$ cat config.mk
export PLATFORM = sky130hd
export DESIGN_NAME = touch_scan_sched_flat
export DESIGN_NICKNAME = d
export VERILOG_FILES = /design/src/rtl/touch_scan_sched_if.sv /design/src/rtl/touch_scan_sched.sv /design/src/flat_wrapper.sv
export SDC_FILE = /design/constraint.sdc
export NUM_CORES = 1
export LEC_CHECK = 0
export ABC_AREA = 0
export CORE_MARGIN = 1
export CORE_UTILIZATION = 40
export DETAILED_ROUTE_END_ITERATION = 7
export GPL_TIMING_DRIVEN = 0
export HOLD_SLACK_MARGIN = 0.06
export PLACE_DENSITY = 0.57
export SETUP_SLACK_MARGIN = 0.02
export SLEW_MARGIN = 15
export SYNTH_ARGS = -nofsm -noshare
export SYNTH_HDL_FRONTEND = slang
export SYNTH_SLANG_ARGS = --single-unit
$ cat constraint.sdc
create_clock -name clk -period 10.2 [get_ports clk]
set_input_delay 3.06 -clock clk [delete_from_list [all_inputs] [get_ports clk]]
set_output_delay 3.06 -clock clk [all_outputs]
set_load 0.005 [all_outputs]
$ cat src/rtl/touch_scan_sched_if.sv
// Conversion request/response bus between the touch scan scheduler (master)
// and the ADC conversion engine (slave).
interface touch_scan_sched_if;
    logic        convStart;
    logic        convCh;
    logic        convDone;
    logic [11:0] convData;

    modport master (
        output convStart,
        output convCh,
        input  convDone,
        input  convData
    );

    modport slave (
        input  convStart,
        input  convCh,
        output convDone,
        output convData
    );
endinterface

$ cat src/rtl/touch_scan_sched.sv
// Touch-screen scan scheduler: debounces the pen interrupt, then alternates
// X/Y conversion requests, averages 2^AVG_LOG2 sample pairs per reported
// coordinate, and aborts a round when the conversion engine stops answering.
// SETTLE_CYCLES and TIMEOUT_CYCLES are expected to be at least 1.
module touch_scan_sched #(
    parameter int AVG_LOG2       = 2,
    parameter int SETTLE_CYCLES  = 5000,
    parameter int TIMEOUT_CYCLES = 100000
) (
    input  logic                      clk,
    input  logic                      rst,
    input  logic                      i_penIrqN,
    touch_scan_sched_if.master        conv,
    output logic [11:0]               o_xCoord,
    output logic [11:0]               o_yCoord,
    output logic                      o_coordValid,
    output logic                      o_penDown,
    output logic                      o_convErr
);

    localparam int ACC_W     = 12 + AVG_LOG2;
    localparam int PAIR_W    = AVG_LOG2 + 1;
    localparam int SETTLE_W  = (SETTLE_CYCLES > 1) ? $clog2(SETTLE_CYCLES) : 1;
    localparam int TIMEOUT_W = (TIMEOUT_CYCLES > 1) ? $clog2(TIMEOUT_CYCLES) : 1;

    localparam logic [SETTLE_W-1:0]  SETTLE_LAST  = SETTLE_W'(SETTLE_CYCLES - 1);
    localparam logic [TIMEOUT_W-1:0] TIMEOUT_LAST = TIMEOUT_W'(TIMEOUT_CYCLES - 1);
    localparam logic [PAIR_W-1:0]    PAIR_LAST    = PAIR_W'((1 << AVG_LOG2) - 1);

    typedef enum logic [2:0] {
        S_IDLE,
        S_DEBOUNCE,
        S_REQ_X,
        S_WAIT_X,
        S_REQ_Y,
        S_WAIT_Y,
        S_ROUND_END
    } state_t;

    state_t                r_state;
    state_t                w_nextState;

    logic [1:0]            r_sync;
    logic [SETTLE_W-1:0]   r_settleCnt;
    logic [TIMEOUT_W-1:0]  r_timeoutCnt;
    logic [PAIR_W-1:0]     r_pairCnt;
    logic [ACC_W-1:0]      r_accX;
    logic [ACC_W-1:0]      r_accY;
    logic [11:0]           r_xCoord;
    logic [11:0]           r_yCoord;
    logic                  r_coordValid;
    logic                  r_penDown;
    logic                  r_convErr;

    logic                  w_penS;
    logic                  w_settleDone;
    logic                  w_timeout;
    logic                  w_lastPair;
    logic [ACC_W-1:0]      w_dataExt;
    logic [ACC_W-1:0]      w_sumY;
    logic [11:0]           w_avgX;
    logic [11:0]           w_avgY;

    // Pen is "down" when the synchronized active-low interrupt reads low.
    assign w_penS       = ~r_sync[1];
    assign w_settleDone = (r_settleCnt == SETTLE_LAST);
    assign w_timeout    = (r_timeoutCnt == TIMEOUT_LAST);
    assign w_lastPair   = (r_pairCnt == PAIR_LAST);
    assign w_dataExt    = ACC_W'(conv.convData);
    // The final Y sample is folded in directly so the average is ready one
    // cycle after the last conversion completes.
    assign w_sumY       = r_accY + w_dataExt;
    assign w_avgX       = 12'(r_accX >> AVG_LOG2);
    assign w_avgY       = 12'(w_sumY >> AVG_LOG2);

    assign o_xCoord     = r_xCoord;
    assign o_yCoord     = r_yCoord;
    assign o_coordValid = r_coordValid;
    assign o_penDown    = r_penDown;
    assign o_convErr    = r_convErr;

    // State register for the scan sequencer.
    always_ff @(posedge clk or posedge rst) begin
        if (rst) begin
            r_state <= S_IDLE;
        end else begin
            r_state <= w_nextState;
        end
    end

    // Next-state selection plus the request strobes, which follow the REQ states directly.
    always_comb begin
        w_nextState    = r_state;
        conv.convStart = 1'b0;
        conv.convCh    = 1'b0;
        unique case (r_state)
            S_IDLE: begin
                if (w_penS) w_nextState = S_DEBOUNCE;
            end
            S_DEBOUNCE: begin
                if (!w_penS)           w_nextState = S_IDLE;
                else if (w_settleDone) w_nextState = S_REQ_X;
            end
            S_REQ_X: begin
                conv.convStart = 1'b1;
                w_nextState    = S_WAIT_X;
            end
            S_WAIT_X: begin
                if (conv.convDone) w_nextState = S_REQ_Y;
                else if (w_timeout) w_nextState = S_IDLE;
            end
            S_REQ_Y: begin
                conv.convStart = 1'b1;
                conv.convCh    = 1'b1;
                w_nextState    = S_WAIT_Y;
            end
            S_WAIT_Y: begin
                if (conv.convDone) w_nextState = S_ROUND_END;
                else if (w_timeout) w_nextState = S_IDLE;
            end
            S_ROUND_END: begin
                w_nextState = w_penS ? S_REQ_X : S_IDLE;
            end
            default: w_nextState = S_IDLE;
        endcase
    end

    // Synchronizer, counters, accumulators and the registered result/status outputs.
    always_ff @(posedge clk or posedge rst) begin
        if (rst) begin
            r_sync       <= '0;
            r_settleCnt  <= '0;
            r_timeoutCnt <= '0;
            r_pairCnt    <= '0;
            r_accX       <= '0;
            r_accY       <= '0;
            r_xCoord     <= '0;
            r_yCoord     <= '0;
            r_coordValid <= 1'b0;
            r_penDown    <= 1'b0;
            r_convErr    <= 1'b0;
        end else begin
            r_sync       <= {r_sync[0], i_penIrqN};
            r_coordValid <= 1'b0;
            r_convErr    <= 1'b0;
            case (r_state)
                S_IDLE: begin
                    r_settleCnt <= '0;
                end
                S_DEBOUNCE: begin
                    if (w_penS && !w_settleDone) begin
                        r_settleCnt <= r_settleCnt + SETTLE_W'(1);
                    end else if (w_penS && w_settleDone) begin
                        r_penDown <= 1'b1;
                        r_accX    <= '0;
                        r_accY    <= '0;
                        r_pairCnt <= '0;
                    end
                end
                S_REQ_X, S_REQ_Y: begin
                    r_timeoutCnt <= '0;
                end
                S_WAIT_X: begin
                    if (conv.convDone) begin
                        r_accX <= r_accX + w_dataExt;
                    end else if (w_timeout) begin
                        r_convErr <= 1'b1;
                        r_penDown <= 1'b0;
                        r_accX    <= '0;
                        r_accY    <= '0;
                        r_pairCnt <= '0;
                    end else begin
                        r_timeoutCnt <= r_timeoutCnt + TIMEOUT_W'(1);
                    end
                end
                S_WAIT_Y: begin
                    if (conv.convDone) begin
                        if (w_lastPair) begin
                            r_xCoord     <= w_avgX;
                            r_yCoord     <= w_avgY;
                            r_coordValid <= 1'b1;
                            r_accX       <= '0;
                            r_accY       <= '0;
                        end else begin
                            r_accY <= w_sumY;
                        end
                    end else if (w_timeout) begin
                        r_convErr <= 1'b1;
                        r_penDown <= 1'b0;
                        r_accX    <= '0;
                        r_accY    <= '0;
                        r_pairCnt <= '0;
                    end else begin
                        r_timeoutCnt <= r_timeoutCnt + TIMEOUT_W'(1);
                    end
                end
                S_ROUND_END: begin
                    if (w_lastPair) r_pairCnt <= '0;
                    else            r_pairCnt <= r_pairCnt + PAIR_W'(1);
                    if (!w_penS) begin
                        r_penDown <= 1'b0;
                        r_accX    <= '0;
                        r_accY    <= '0;
                        r_pairCnt <= '0;
                    end
                end
                default: ;
            endcase
        end
    end

endmodule

$ cat src/flat_wrapper.sv
// flat-port wrapper written by rule: the top's interface ports become plain ports
module touch_scan_sched_flat 
#(
    parameter int AVG_LOG2       = 2,
    parameter int SETTLE_CYCLES  = 5000,
    parameter int TIMEOUT_CYCLES = 100000
)
  (clk, rst, i_penIrqN, o_xCoord, o_yCoord, o_coordValid, o_penDown, o_convErr, conv_convStart, conv_convCh, conv_convDone, conv_convData);
  touch_scan_sched_if conv_i ();
  input  logic clk;
  input  logic rst;
  input  logic i_penIrqN;
  output logic [11:0] o_xCoord;
  output logic [11:0] o_yCoord;
  output logic o_coordValid;
  output logic o_penDown;
  output logic o_convErr;
  output wire logic [$bits(conv_i.convStart)-1:0] conv_convStart;
  output wire logic [$bits(conv_i.convCh)-1:0] conv_convCh;
  input wire logic [$bits(conv_i.convDone)-1:0] conv_convDone;
  input wire logic [$bits(conv_i.convData)-1:0] conv_convData;
  assign conv_convStart = conv_i.convStart;
  assign conv_convCh = conv_i.convCh;
  assign conv_i.convDone = conv_convDone;
  assign conv_i.convData = conv_convData;
  touch_scan_sched #(.AVG_LOG2(AVG_LOG2), .SETTLE_CYCLES(SETTLE_CYCLES), .TIMEOUT_CYCLES(TIMEOUT_CYCLES)) u_core (.clk(clk), .rst(rst), .i_penIrqN(i_penIrqN), .conv(conv_i), .o_xCoord(o_xCoord), .o_yCoord(o_yCoord), .o_coordValid(o_coordValid), .o_penDown(o_penDown), .o_convErr(o_convErr));
endmodule
=== Word level (Yosys, flattened, before mapping) ===
Index checks and enable logic that the tools add are counted.

* $add $sub $neg: 5
* Equality and inequality tests: 20
* Multiplexer cells: 47
* Bitwise gates (word level): 1
* Reduce and logical (&&, ||, !) cells: 18

{| class="wikitable"
|+ Operators with widths
! cell !! number
|-
| 2-to-1 mux 14 bit || 11
|-
| one-hot mux 14 bit (4 select lines) || 2
|-
| 2-to-1 mux 3 bit || 12
|-
| 2-to-1 mux 17 bit || 2
|-
| one-hot mux 17 bit (2 select lines) || 1
|-
| adder 14 x 12 -> 14 bit || 2
|-
| one-hot mux 13 bit (2 select lines) || 1
|-
| one-hot mux 3 bit (7 select lines) || 1
|-
| adder 17 x 1 -> 17 bit (second input constant) || 1
|-
| equality test 17 bit (second input constant) || 1
|-
| AND reduction 5 bit || 3
|-
| adder 13 x 1 -> 13 bit (second input constant) || 1
|-
| equality test 13 bit (second input constant) || 1
|-
| 2-to-1 mux 1 bit || 13
|-
| 2-to-1 mux 13 bit || 1
|-
| inequality test 2 bit (second input constant) || 5
|-
| equality test 3 x 2 -> 1 bit (second input constant) || 3
|-
| equality test 3 bit (second input constant) || 3
|-
| one-hot mux 3 bit (3 select lines) || 1
|-
| inequality test 2 x 1 -> 1 bit (second input constant) || 4
|-
| AND reduction 3 bit || 2
|-
| AND reduction 6 bit || 1
|-
| AND reduction 2 bit || 2
|-
| nonzero test 2 bit || 2
|-
| other kinds (13) || 15
|}

* Bits in registers: 93
* Input bits: 16
* Output and inout port bits: 29

=== Logic depth before layout (Yosys ltp) ===
Gate-level depths: netlist of the first run.

* Word-level depth: 5
* Mapped depth: 9

=== Worst setup path after synthesis of the first run ===
OpenSTA, ideal clock, no wires.

* Kind: in2reg
* Start point: input conv_convData[0]
* End point: register u_core.r_yCoord[10] (netlist: u_core.o_yCoord[10])
* Library setup time: 0.125 ns
* Arrival time: 4.845 ns
* Required time: 10.075 ns
* Slack: 5.231 ns
* Cell stages on the path: 8
* Buffers on the path: 0
* Path through: ha_1 fa_1 a211oi_1 o211ai_1 a31o_2 a21oi_1 xnor2_1 mux2_2

* Word-level cells in the longest chain between the ends: 1

{| class="wikitable"
|+ RTL lines
! item !! RTL line !! source
|-
| start, declared || flat_wrapper.sv:21 || <nowiki>input wire logic [$bits(conv_i.convData)-1:0] conv_convData;</nowiki>
|-
| adder 14 x 12 -> 14 bit || touch_scan_sched.sv:72 || <nowiki>assign w_sumY = r_accY + w_dataExt;</nowiki>
|-
| end signal, assigned || touch_scan_sched.sv:180 || <nowiki>r_yCoord <= w_avgY;</nowiki>
|-
| end, declared || touch_scan_sched.sv:50 || <nowiki>logic [11:0] r_yCoord;</nowiki>
|}

Every way passes these cells.
A chain may end at the register's enable or synchronous reset.

=== Worst setup path in the final report of the first run ===
* Start point: register u_core.r_state[2]
* End point: output conv_convStart

* Word-level cells in the longest chain between the ends: 3
* Elaborated cells on any way between the ends: 4
* Classes of those cells: eq/ne (2); mux (1); reduce/logical (1)

{| class="wikitable"
|+ RTL lines
! item !! RTL line !! source
|-
| start, declared || touch_scan_sched.sv:40 || <nowiki>state_t r_state;</nowiki>
|-
| start signal, assigned || touch_scan_sched.sv:87 || <nowiki>r_state <= w_nextState;</nowiki>
|-
| equality test 3 x 2 -> 1 bit or equality test 3 bit (tied branches) || touch_scan_sched.sv:96 || <nowiki>unique case (r_state)</nowiki>
|-
| OR reduction 2 bit (no line) (*) || -- ||
|-
| 2-to-1 mux 1 bit (*) || touch_scan_sched.sv:96 ||
|-
| end, declared || flat_wrapper.sv:18 || <nowiki>output wire logic [$bits(conv_i.convStart)-1:0] conv_convStart;</nowiki>
|}

Every way passes the cells marked *; elsewhere a longest branch is shown, timed or not.

==> impl_results.md, run 1 <==
* Die Area at 13,530 µm²
* Cts bufs inserted at 9
* Vias in the first global route at 3,945
* Global-route wire length before repair at 19,580 µm
* Final Util at 49.14%
* Rows at 41
* Fmax at 182.0 MHz
* Clock buffer depth at 2
* Worst-case reg-to-reg path depth at 6
* Routed vias at 3,982
* TritonCTS clock tree: built
* Worst Tran Pin Value at approximately 1.0 ns
* Worst hold path type: reg2reg
* Ant. Diodes at 0
* Cts repair resizes at 0
* Antenna viol nets, final at 0
* Worst Clk Skew at 0.004885 ns
* Vias/cell at 5.359
* Initial Util at 41.26%
* Status: complete, no violations
* Post-synthesis cell area at 5228 µm²
* Hold Slack at 0.3543 ns
* Final hold vios at 0
* Async SR Flop Fraction at 100.0%
* Hold path cells at 0
* Die Wd at about 120 µm
* Sequential fraction of the synthesis area at 44.52%
* DP Wirelength at 8355 µm
* Setup TNS at 0 ns
* Data arrival, critical path at 2.43 ns
* Pint at 0.0009659 W
* WL/cell at between 15 and 20 µm
* Switch share at a little over a third
* Final period util at 53.86%
* Distinct cells, synth at 60
* Hold Crit Start: u_core.r_sync[0]
* CTS sink count at 93
* Syn nets at 557
* Root Buffer: clkbuf_16
* Clock power frac at 23.5%
* Placed inst area at 5913 µm²
* FF+latch count, synth at 93
* CP Launch Type: register
* Post-CTS Repair Setup Buffers at 0
* Synth Instances at ~510
* Critical-path maximum fanout at 10
* Final Setup Violations at 0
* DRT iter0 DRCs at 168
* Layout net count at just over 600
* Crit path time final at approximately 5.5 ns
* Die Ht at between 100 and 150 µm
* Hold-fix buffers, CTS at 0
* Share of cells above drive strength 1 at 9.807%
* Pleak at 2.874 nW
* Placer Congestion at 0.8360
* Max Transition Viols Final at 0
* GRT Util Overall at a little under a fifth
* Worst rel slew slack at between 30% and 40%
* Syn-to-layout area delta at 19.10%
* Worst-path clk slew at 0.07 ns
* Hold EP: u_core.r_sync[1]
* Grt total ovfl at 0
* Top FF cell, synth: dfrtp_1
* Initial antenna violation count at 0
* Mean Syn Cell Area at 10.21 µm²
* Pin count of the biggest net entering global routing at 48
* Gate power share at 42.2%
* Max Cap Viol at 0
* Register share of total power at 34.3%
* I/O Buffers at between 40 and 50
* Num ports at 45
* Endpoint type of the worst setup path: primary output
* Worst R2R End: u_core.o_yCoord[10]
* Setup CP Type: reg2out
* Critical path required time at around 7 ns
* Router iterations before antenna repair at 4
* R2R setup slack at 7.59 ns
* DR DRC count at 0
* Power Density at around 240 nW/µm²
* P_sw at ~0.00056 W
* H-tree lvl count at 3
* RSZ-0062 raised after global routing: no
* Number of flops mapped to enable cells by yosys at 0
* Worst skew pair latency at 0.34 ns
* Maximum VDD drop at 108.3 µV
* Fin area at 6226 µm²
* WL final at around 12,000 µm
* Core area at around 13,000 µm²
* Yosys synthesis warning count at 0
* Crit Reg-Reg Startpoint: u_core.r_state[1]
## logic make-up (layout without fill, tap and decap cells)
family          Yosys count  in the layout  share of synthesized area [%]
xor+xnor                 36             36                          6.032
mux                      31             31                          6.486
fa+ha+maj                29             29                          7.228
buf+inv                  30             89                          2.370
compound gates          118            118                          15.63
simple gates            175            175                          17.74
flops                    93             93                          44.52
## through the flow
step,std cells,power (W),worst slack (ns)
after floorplan,512,0.0009697,4.720
after global placement,728,0.001156,3.137
after detailed placement,729,0.001170,4.473
after CTS,743,0.001537,4.661
after global routing,743,0.001643,4.408
final,743,0.001522,4.707
## worst max-delay path: stages (launching register included)
cell and delay (ns):
dfrtp_1 0.39, buf_2 0.23, xor2_1 0.21, nand2_1 0.20
inv_1 0.11, clkbuf_1 0.37, clkdlybuf4s50_1 0.59
## sequential cells by signal, summed over array words and instances, names as in the netlist
name	count
u_core.o_convErr	1
u_core.o_coordValid	1
u_core.o_penDown	1
u_core.o_xCoord	12
u_core.o_yCoord	12
u_core.r_accX	14
u_core.r_accY	14
u_core.r_pairCnt	3
u_core.r_settleCnt	13
u_core.r_state	3
u_core.r_sync	2
u_core.r_timeoutCnt	17
## metal layers
layer	GRT usage [%]	vias to the layer above	share of wire, %
met1	26.68	1921	49
met2	29.78	73	46
li1	-	1976	-
met3	2.387	12	3.5
met5	0	-	0
met4	7.607	0	1.6
## power by group through the flow
stage | combinational (W) | clock [W] | sequential [W]
3_5_place_dp | 0.000641 | 0 | 0.000528
6_report | 0.000642 | 0.000358 | 0.000522
5_1_grt | 0.000724 | 0.000385 | 0.000534
3_3_place_gp | 0.000630 | 0 | 0.000526
4_1_cts | 0.000646 | 0.000369 | 0.000522
2_1_floorplan | 0.000455 | 0 | 0.000515
## placed cells by master, fill, tap and decap left out, types with 6 or more instances in the layout
cell,instances
dfrtp_1,93
nand2_1,49
clkdlybuf4s50_1,44
nor2_1,42
o21ai_0,27
ha_1,27
mux2_2,23
xor2_1,22
a21oi_1,21
nand3_1,16
a22o_1,16
xnor2_1,14
inv_1,13
nand4_1,12
a21o_1,11
clkbuf_16,9
clkbuf_1,8
nand2b_1,8
mux2i_1,8
nor3_1,8
and3_1,7
or3_1,7
buf_2,6
## area by class of cell
| cell class | count | area, µm² |
|---|---|---|
| fill | 1188 | 6445 |
| multi-input combinational | 389 | 2776 |
| sequential | 93 | 2327 |
| timing repair buffer | 45 | 467.9 |
| clock buffer | 10 | 239.0 |
| tap | 172 | 215.2 |
| clock inverter | 4 | 73.82 |
| buffer | 16 | 71.32 |
| inverter | 14 | 55.05 |
## worst max path at each step
stage          slack [ns]         startpoint                  end
6_report             4.71  u_core.r_state[2]       conv_convStart
5_1_grt              4.41  u_core.r_state[2]       conv_convStart
4_1_cts              4.66  u_core.r_state[2]       conv_convStart
3_5_place_dp         4.47   conv_convData[0]  u_core.o_yCoord[10]
3_3_place_gp         3.14                rst   u_core.o_yCoord[8]
2_1_floorplan        4.72                rst     u_core.o_convErr
## synth_stat cells (all sizes together) (14+ instances only)
cell,count,share of area (%)
mux2,23,5.0
a22o,16,2.7
nand2,49,3.5
o21ai,27,2.6
nand3,16,1.5
nor2,42,3.0
xnor2,14,2.3
a21oi,21,2.0
xor2,22,3.7
ha,27,6.5
dfrtp,93,45
inv,14,1.0
Power figures use the tool's default switching activity.
==> inputs of run 2 (changes only) <==
==> constraint.sdc (replaced) <==
create_clock -name clk -period 5.3 [get_ports clk]
set_input_delay 1.59 -clock clk [delete_from_list [all_inputs] [get_ports clk]]
set_output_delay 1.59 -clock clk [all_outputs]
set_load 0.005 [all_outputs]
==> results of run 2 <==
Same layout as run 1 (identical final DEF). Status: complete, no violations.
Main changes from that run: setup slack after placement 4.473 ns -> 1.043 ns; setup slack after layout 4.707 ns -> 1.277 ns; register-to-register setup slack 7.59 ns -> 2.69 ns; total power 0.001522 W -> 0.002929 W; worst IR drop on VDD 108.3 µV -> 208.5 µV
==> inputs of run 3 (changes only) <==
==> constraint.sdc (replaced) <==
create_clock -name clk -period 4.1 [get_ports clk]
set_input_delay 1.23 -clock clk [delete_from_list [all_inputs] [get_ports clk]]
set_output_delay 1.23 -clock clk [all_outputs]
set_load 0.005 [all_outputs]
==> results of run 3 <==
Same layout as run 1 (identical final DEF). Status: complete, no violations.
Main changes from that run: setup slack after placement 4.473 ns -> 0.2031 ns; setup slack after layout 4.707 ns -> 0.4368 ns; register-to-register setup slack 7.59 ns -> 1.49 ns; total power 0.001522 W -> 0.003786 W; worst IR drop on VDD 108.3 µV -> 269.5 µV
